===== config.mk =====
export PLATFORM = sky130hd
export DESIGN_NAME = pll_lock_supervisor
export DESIGN_NICKNAME = d
export VERILOG_FILES = /design/src/rtl/pll_lock_supervisor.sv
export SDC_FILE = /design/constraint.sdc
export NUM_CORES = 1
export LEC_CHECK = 0
export CAP_MARGIN = 20
export CORE_UTILIZATION = 30
export DETAILED_ROUTE_END_ITERATION = 8
export PLACE_DENSITY = 0.51
export REMOVE_ABC_BUFFERS = 1
export SLEW_MARGIN = 20
export SYNTH_ARGS = -nofsm -noshare
export SYNTH_HDL_FRONTEND = slang
export SYNTH_SLANG_ARGS = --single-unit

===== constraint.sdc =====
create_clock -name clkin -period 1.7 [get_ports clkin]
set_clock_uncertainty 0.05 [all_clocks]
set_input_delay 0.425 -clock clkin [delete_from_list [all_inputs] [get_ports clkin]]
set_output_delay 0.425 -clock clkin [all_outputs]
set_load 0.02 [all_outputs]

===== src/rtl/pll_lock_supervisor.sv =====
// PLL lock supervisor: owns the PLL reset and re-lock retry policy, proves
// lock stable, then releases the per-domain resets in a fixed staged order.
// Lock losses seen after release has started are counted for debug.
// Everything runs on the PLL reference clock, never on a PLL output.
module pll_lock_supervisor #(
    parameter int NUM_DOMAINS        = 3,
    parameter int LOCK_STABLE_CYCLES = 1024,
    parameter int STAGE_DELAY        = 16,
    parameter int RELOCK_TIMEOUT     = 65536,
    parameter int PLLRST_PULSE       = 8,
    parameter int LOSS_CNT_W         = 8
) (
    input  logic                   clkin,
    input  logic                   resetn,
    input  logic                   pll_locked_in,
    output logic                   pll_rst,
    output logic [NUM_DOMAINS-1:0] domain_resetn,
    output logic                   locked,
    output logic [LOSS_CNT_W-1:0]  loss_count,
    output logic [2:0]             state_dbg
);

    typedef enum logic [2:0] {
        ST_RESET_PLL = 3'd0,
        ST_WAIT_LOCK = 3'd1,
        ST_STABLE    = 3'd2,
        ST_RELEASE   = 3'd3,
        ST_RUN       = 3'd4
    } state_t;

    // One shared counter serves every state, so it is sized for the largest
    // terminal value any state needs.
    localparam int MAX_AB  = (PLLRST_PULSE > RELOCK_TIMEOUT) ? PLLRST_PULSE : RELOCK_TIMEOUT;
    localparam int MAX_CD  = (LOCK_STABLE_CYCLES > STAGE_DELAY) ? LOCK_STABLE_CYCLES : STAGE_DELAY;
    localparam int CNT_MAX = (MAX_AB > MAX_CD) ? MAX_AB : MAX_CD;
    localparam int CNT_W   = $clog2(CNT_MAX + 1);

    localparam logic [CNT_W-1:0] C_PULSE_LAST   = CNT_W'(PLLRST_PULSE - 1);
    localparam logic [CNT_W-1:0] C_TIMEOUT_LAST = CNT_W'(RELOCK_TIMEOUT - 1);
    localparam logic [CNT_W-1:0] C_STABLE_LAST  = CNT_W'(LOCK_STABLE_CYCLES - 1);
    localparam logic [CNT_W-1:0] C_STAGE_LAST   = CNT_W'(STAGE_DELAY - 1);

    logic [1:0]             r_rst_sync;
    logic [1:0]             r_lock_sync;
    state_t                 r_state;
    logic [CNT_W-1:0]       r_cnt;
    logic                   r_pll_rst;
    logic [NUM_DOMAINS-1:0] r_dom;
    logic                   r_locked;
    logic [LOSS_CNT_W-1:0]  r_loss;

    logic                   w_rst_n;
    logic                   w_lock_s;
    logic [NUM_DOMAINS-1:0] w_dom_first;
    logic [NUM_DOMAINS-1:0] w_dom_shift;

    // Reset bridge: assertion passes straight through, release waits two edges.
    always_ff @(posedge clkin or negedge resetn) begin
        if (!resetn) begin
            r_rst_sync <= 2'b00;
        end else begin
            r_rst_sync <= {r_rst_sync[0], 1'b1};
        end
    end

    assign w_rst_n = r_rst_sync[1];

    // Two-flop synchroniser for the asynchronous raw PLL lock.
    always_ff @(posedge clkin or negedge w_rst_n) begin
        if (!w_rst_n) begin
            r_lock_sync <= 2'b00;
        end else begin
            r_lock_sync <= {r_lock_sync[0], pll_locked_in};
        end
    end

    assign w_lock_s    = r_lock_sync[1];
    // Domain 0 alone, and the released set grown by one more domain.
    assign w_dom_first = NUM_DOMAINS'(1);
    assign w_dom_shift = (r_dom << 1) | NUM_DOMAINS'(1);

    // Supervisor FSM with all outputs registered.
    always_ff @(posedge clkin or negedge w_rst_n) begin
        if (!w_rst_n) begin
            r_state   <= ST_RESET_PLL;
            r_cnt     <= '0;
            r_pll_rst <= 1'b1;
            r_dom     <= '0;
            r_locked  <= 1'b0;
            r_loss    <= '0;
        end else begin
            case (r_state)
                ST_RESET_PLL: begin
                    // Lock is meaningless while the PLL is held in reset.
                    r_pll_rst <= 1'b1;
                    r_dom     <= '0;
                    r_locked  <= 1'b0;
                    if (r_cnt == C_PULSE_LAST) begin
                        r_state   <= ST_WAIT_LOCK;
                        r_pll_rst <= 1'b0;
                        r_cnt     <= '0;
                    end else begin
                        r_cnt <= r_cnt + CNT_W'(1);
                    end
                end
                ST_WAIT_LOCK: begin
                    // Lock seen on the timeout cycle still counts as lock.
                    if (w_lock_s) begin
                        if (LOCK_STABLE_CYCLES == 1) begin
                            r_dom <= w_dom_first;
                            r_cnt <= '0;
                            if (NUM_DOMAINS == 1) begin
                                r_locked <= 1'b1;
                                r_state  <= ST_RUN;
                            end else begin
                                r_state <= ST_RELEASE;
                            end
                        end else begin
                            r_state <= ST_STABLE;
                            r_cnt   <= CNT_W'(1);
                        end
                    end else if (r_cnt == C_TIMEOUT_LAST) begin
                        r_state   <= ST_RESET_PLL;
                        r_pll_rst <= 1'b1;
                        r_cnt     <= '0;
                    end else begin
                        r_cnt <= r_cnt + CNT_W'(1);
                    end
                end
                ST_STABLE: begin
                    // r_cnt holds the good cycles seen so far; this one makes +1.
                    if (!w_lock_s) begin
                        r_state <= ST_WAIT_LOCK;
                        r_cnt   <= '0;
                    end else if (r_cnt == C_STABLE_LAST) begin
                        r_dom <= w_dom_first;
                        r_cnt <= '0;
                        if (NUM_DOMAINS == 1) begin
                            r_locked <= 1'b1;
                            r_state  <= ST_RUN;
                        end else begin
                            r_state <= ST_RELEASE;
                        end
                    end else begin
                        r_cnt <= r_cnt + CNT_W'(1);
                    end
                end
                ST_RELEASE: begin
                    // Loss is checked first so it beats a release due this cycle.
                    if (!w_lock_s) begin
                        r_state  <= ST_WAIT_LOCK;
                        r_cnt    <= '0;
                        r_dom    <= '0;
                        r_locked <= 1'b0;
                        if (r_loss != '1) begin
                            r_loss <= r_loss + LOSS_CNT_W'(1);
                        end
                    end else if (r_cnt == C_STAGE_LAST) begin
                        r_cnt <= '0;
                        r_dom <= w_dom_shift;
                        if (w_dom_shift[NUM_DOMAINS-1]) begin
                            r_locked <= 1'b1;
                            r_state  <= ST_RUN;
                        end
                    end else begin
                        r_cnt <= r_cnt + CNT_W'(1);
                    end
                end
                ST_RUN: begin
                    if (!w_lock_s) begin
                        r_state  <= ST_WAIT_LOCK;
                        r_cnt    <= '0;
                        r_dom    <= '0;
                        r_locked <= 1'b0;
                        if (r_loss != '1) begin
                            r_loss <= r_loss + LOSS_CNT_W'(1);
                        end
                    end
                end
                default: begin
                    r_state   <= ST_RESET_PLL;
                    r_cnt     <= '0;
                    r_pll_rst <= 1'b1;
                    r_dom     <= '0;
                    r_locked  <= 1'b0;
                end
            endcase
        end
    end

    for (genvar gi = 0; gi < NUM_DOMAINS; gi++) begin : g_dom
        assign domain_resetn[gi] = r_dom[gi];
    end

    assign pll_rst    = r_pll_rst;
    assign locked     = r_locked;
    assign loss_count = r_loss;
    assign state_dbg  = r_state;

endmodule

==> run metrics <==
routed len/inst 15.2 µm; status complete, but fails checks; DIE WIDTH 87.8 µm; Yosys reg bits 37; Synth Area in Simple Gates 24.2%; Async SR Flop Fraction 100%; post-synth top area share 40.8%; reg-to-reg endpoint r_cnt[10]$_DFFE_PN0N_; clk root buf clkbuf_8; Vias/cell 5.00; Synth Area in Adders 2.27%; Buffers & Inverters on Critical Path 3; Mean Syn Cell Area 9.82 µm²; placed inst area 0.00298 mm²; sequential fraction of the synthesis area 42.0%; fin crit period roughly 2.5 ns; initial antenna violation count 0; PwrDens around 1200 mW/mm²; cell taking the most area after synthesis dfrtp_1; fmax 407 MHz; CP peak stage delay 0.36 ns; PnR worst setup slack -0.757 ns; critical path class flip-flop to flip-flop; Worst Path Required 1.83 ns; Worst-Skew Late Latency between 0.2 and 0.3 ns; Worst-path clk slew 0.08 ns; top cell family by delay on the critical path compound AO/OA/AOI/OAI gates; Clock Tree Buf Depth 2; DP HPWL 4.45 mm; PortBufs 18; Final Cell Area 0.00335 mm²; multiplexer area fraction after synthesis 1.87%; area grow syn2layout 51.7%; worst reg2reg path depth 14; Synth Cell Area 0.00221 mm²; n_diodes 0; Post-Syn Instances 225; failing checks negative setup slack; Vias 2094; initial core utilization 31.8%; Congestion Overflow GR 0; initial drt markers 92; final setup TNS -15.30 ns; Compound-Gate Fraction of Synth Area 20.6%; htree depth 2; hold buffers post-CTS 0; CP cell instances ha_2 > nand2_2 > nor3_2 > and4_1 > nand3_2 > inv_2 > ha_4 > nor2_2 > a22o_1 > a21oi_2 > buf_6 > buf_12 > a311oi_2 > o21bai_1; drc violations 0; Critical Path Start Type flip-flop; GP Congestion 0.820; Final Hold Fails 0; Pins Over Slew Limit 0; cts bufs inserted 5; drt total wl 6.37 mm; yosys warns 0; top-level I/O count 19; P_leak 1.46 nW; synth top area cells dfrtp_1 41%, nand2_1 4.1%, o21ai_0 2.9%, xnor2_1 2.8%, ha_1 2.3%; Yosys cell types 58; first-pass GRT wire length 10.4 mm; share of layout cells above drive strength 1 43.0%; Max FO, Critical Path 7; Tcrit/Tclk final 145%; final number of setup-violating endpoints 25; main combinational cell family by area after synthesis simple AND/OR/NAND/NOR gates; Synth Flop Type dfrtp_1; GR Util All Layers 17.7%; Post-DRT Antenna Nets 0; Post-synth EDFFs 0; Hold Slack 0.235 ns; total of max-cap violations 0; RSZ-0062 raised after global routing true; Slowest-stage cell, CP dfrtp_1; Max IR drop VDD 0.679 mV; crit path capture type flip-flop; largest net degree at the start of global routing 36; Critical Path AT 2.58 ns; Critical R2R Launch r_cnt[0]$_DFFE_PN0N_; Pre-antenna DRT Iters 6; Clock Sinks 37; hold crit path type primary input to asynchronous set/reset pin; die area between 0.007 and 0.008 mm²; Synth Area in XOR/XNOR 4.36%; layout net count about 330; vias in the first global route 2107; Core ar. 0.00694 mm²; CTS tree yes; row cnt 30; R2R Setup Slk -0.76 ns; height of the die ~90 µm
==> Yosys cell counts, types with 4 or more instances <==
library cell	n
dfrtp_1	36
nand3_1	9
ha_1	4
nand4_1	8
and2_1	5
o21ai_0	13
and4_1	5
xnor2_1	7
nor2_1	5
a311o_1	4
and3_1	4
inv_1	8
xor2_1	4
nand2_1	24
buf_2	6
o21ai_1	6
nor3_1	9
a21oi_1	9
==> worst max path at each step <==
stage	from	to	slack, ns	depth (start not counted)
final	r_cnt[0]$_DFFE_PN0N_	r_cnt[10]$_DFFE_PN0N_	-0.76	14
after global routing	r_cnt[0]$_DFFE_PN0N_	r_cnt[12]$_DFFE_PN0N_	-0.90	14
after CTS	r_cnt[0]$_DFFE_PN0N_	r_cnt[10]$_DFFE_PN0N_	-0.68	14
after detailed placement	r_cnt[0]$_DFFE_PN0N_	r_cnt[9]$_DFFE_PN0N_	-0.92	13
after global placement	r_cnt[0]$_DFFE_PN0N_	r_cnt[7]$_DFFE_PN0N_	-0.80	13
after floorplan	r_cnt[0]$_DFFE_PN0N_	r_cnt[10]$_DFFE_PN0N_	-1.53	12
==> state kept, by name (all words and copies together), names as in the netlist <==
signal,count
locked,1
r_lock_sync,2
r_cnt,17
pll_rst,1
state_dbg,3
domain_resetn,3
loss_count,8
r_rst_sync,2
==> cell type report <==
| type | instances | area [µm²] |
|---|---|---|
| fill | 645 | 3590 |
| timing repair buffer | 103 | 843 |
| inverter | 8 | 30.0 |
| clock inverter | 3 | 21.3 |
| tap | 96 | 120 |
| multi-input combinational | 167 | 1340 |
| sequential | 37 | 931 |
| clock buffer | 5 | 68.8 |
==> logic make-up after synthesis <==
group           count (synthesis)
xor+xnor                       11
buf+inv                        21
flops                          37
other cells                     1
mux                             4
simple gates                   87
fa+ha+maj                       4
compound gates                 60
==> routing by layer <==
metal | GRT usage [%] | wire (µm) | up-vias
li1 | - | - | 1030
met1 | 24.1 | 3080 | 1025
met2 | 28.8 | 3050 | 30
met3 | 3.96 | 181 | 9
met4 | 3.73 | 55 | 0
met5 | 0 | 0 | -
==> timing repair <==
item,CTS,global route
setup endpoints to repair,48,34
buffers inserted,13,3
gates resized for setup,46,25
pin swaps,22,11
==> through the flow <==
step                power (W)  instances  utilization, %  setup WS, ns
finish                0.00418        419            48.3        -0.757
detailed placement    0.00334        397            43.0        -0.923
global placement      0.00332        397            43.0        -0.800
CTS                   0.00416        416            46.8        -0.679
global route          0.00446        419            48.3        -0.898
floorplan             0.00228        212               -         -1.53
==> power by group <==
part / leakage [nW] / switching (W) / total, W / internal [W]
clock: 0.0445 / 0.000355 / 0.000646 / 0.000291
sequential: 0.480 / 0.000155 / 0.00120 / 0.00105
combinational: 0.937 / 0.00118 / 0.00234 / 0.00116
total: 1.46 / 0.00169 / 0.00418 / 0.00250
==> placed cells by master, fill, tap and decap left out, types with 2 or more instances in the layout <==
cell / n
buf_4: 75
dfrtp_1: 33
nand2_1: 23
dlygate4sd2_1: 12
o21ai_0: 11
nand4_1: 8
buf_6: 8
inv_1: 7
nand3_1: 7
nor3_1: 7
a21oi_1: 7
xnor2_1: 7
and4_1: 5
o21ai_1: 5
clkbuf_8: 5
and2_1: 4
xor2_1: 4
a311o_1: 4
and4b_1: 3
nor2_1: 3
nor3b_1: 3
mux2i_1: 3
and3_4: 3
o21ai_2: 3
clkbuf_2: 3
dfrtp_2: 3
nand3_2: 2
nor4_4: 2
a22o_1: 2
a21oi_2: 2
a21o_1: 2
o22ai_2: 2
o2bb2ai_2: 2
a311oi_2: 2
o31ai_1: 2
nor4_1: 2
ha_4: 2
clkdlybuf4s50_1: 2
buf_12: 2
(Power assumes the default switching activity.)
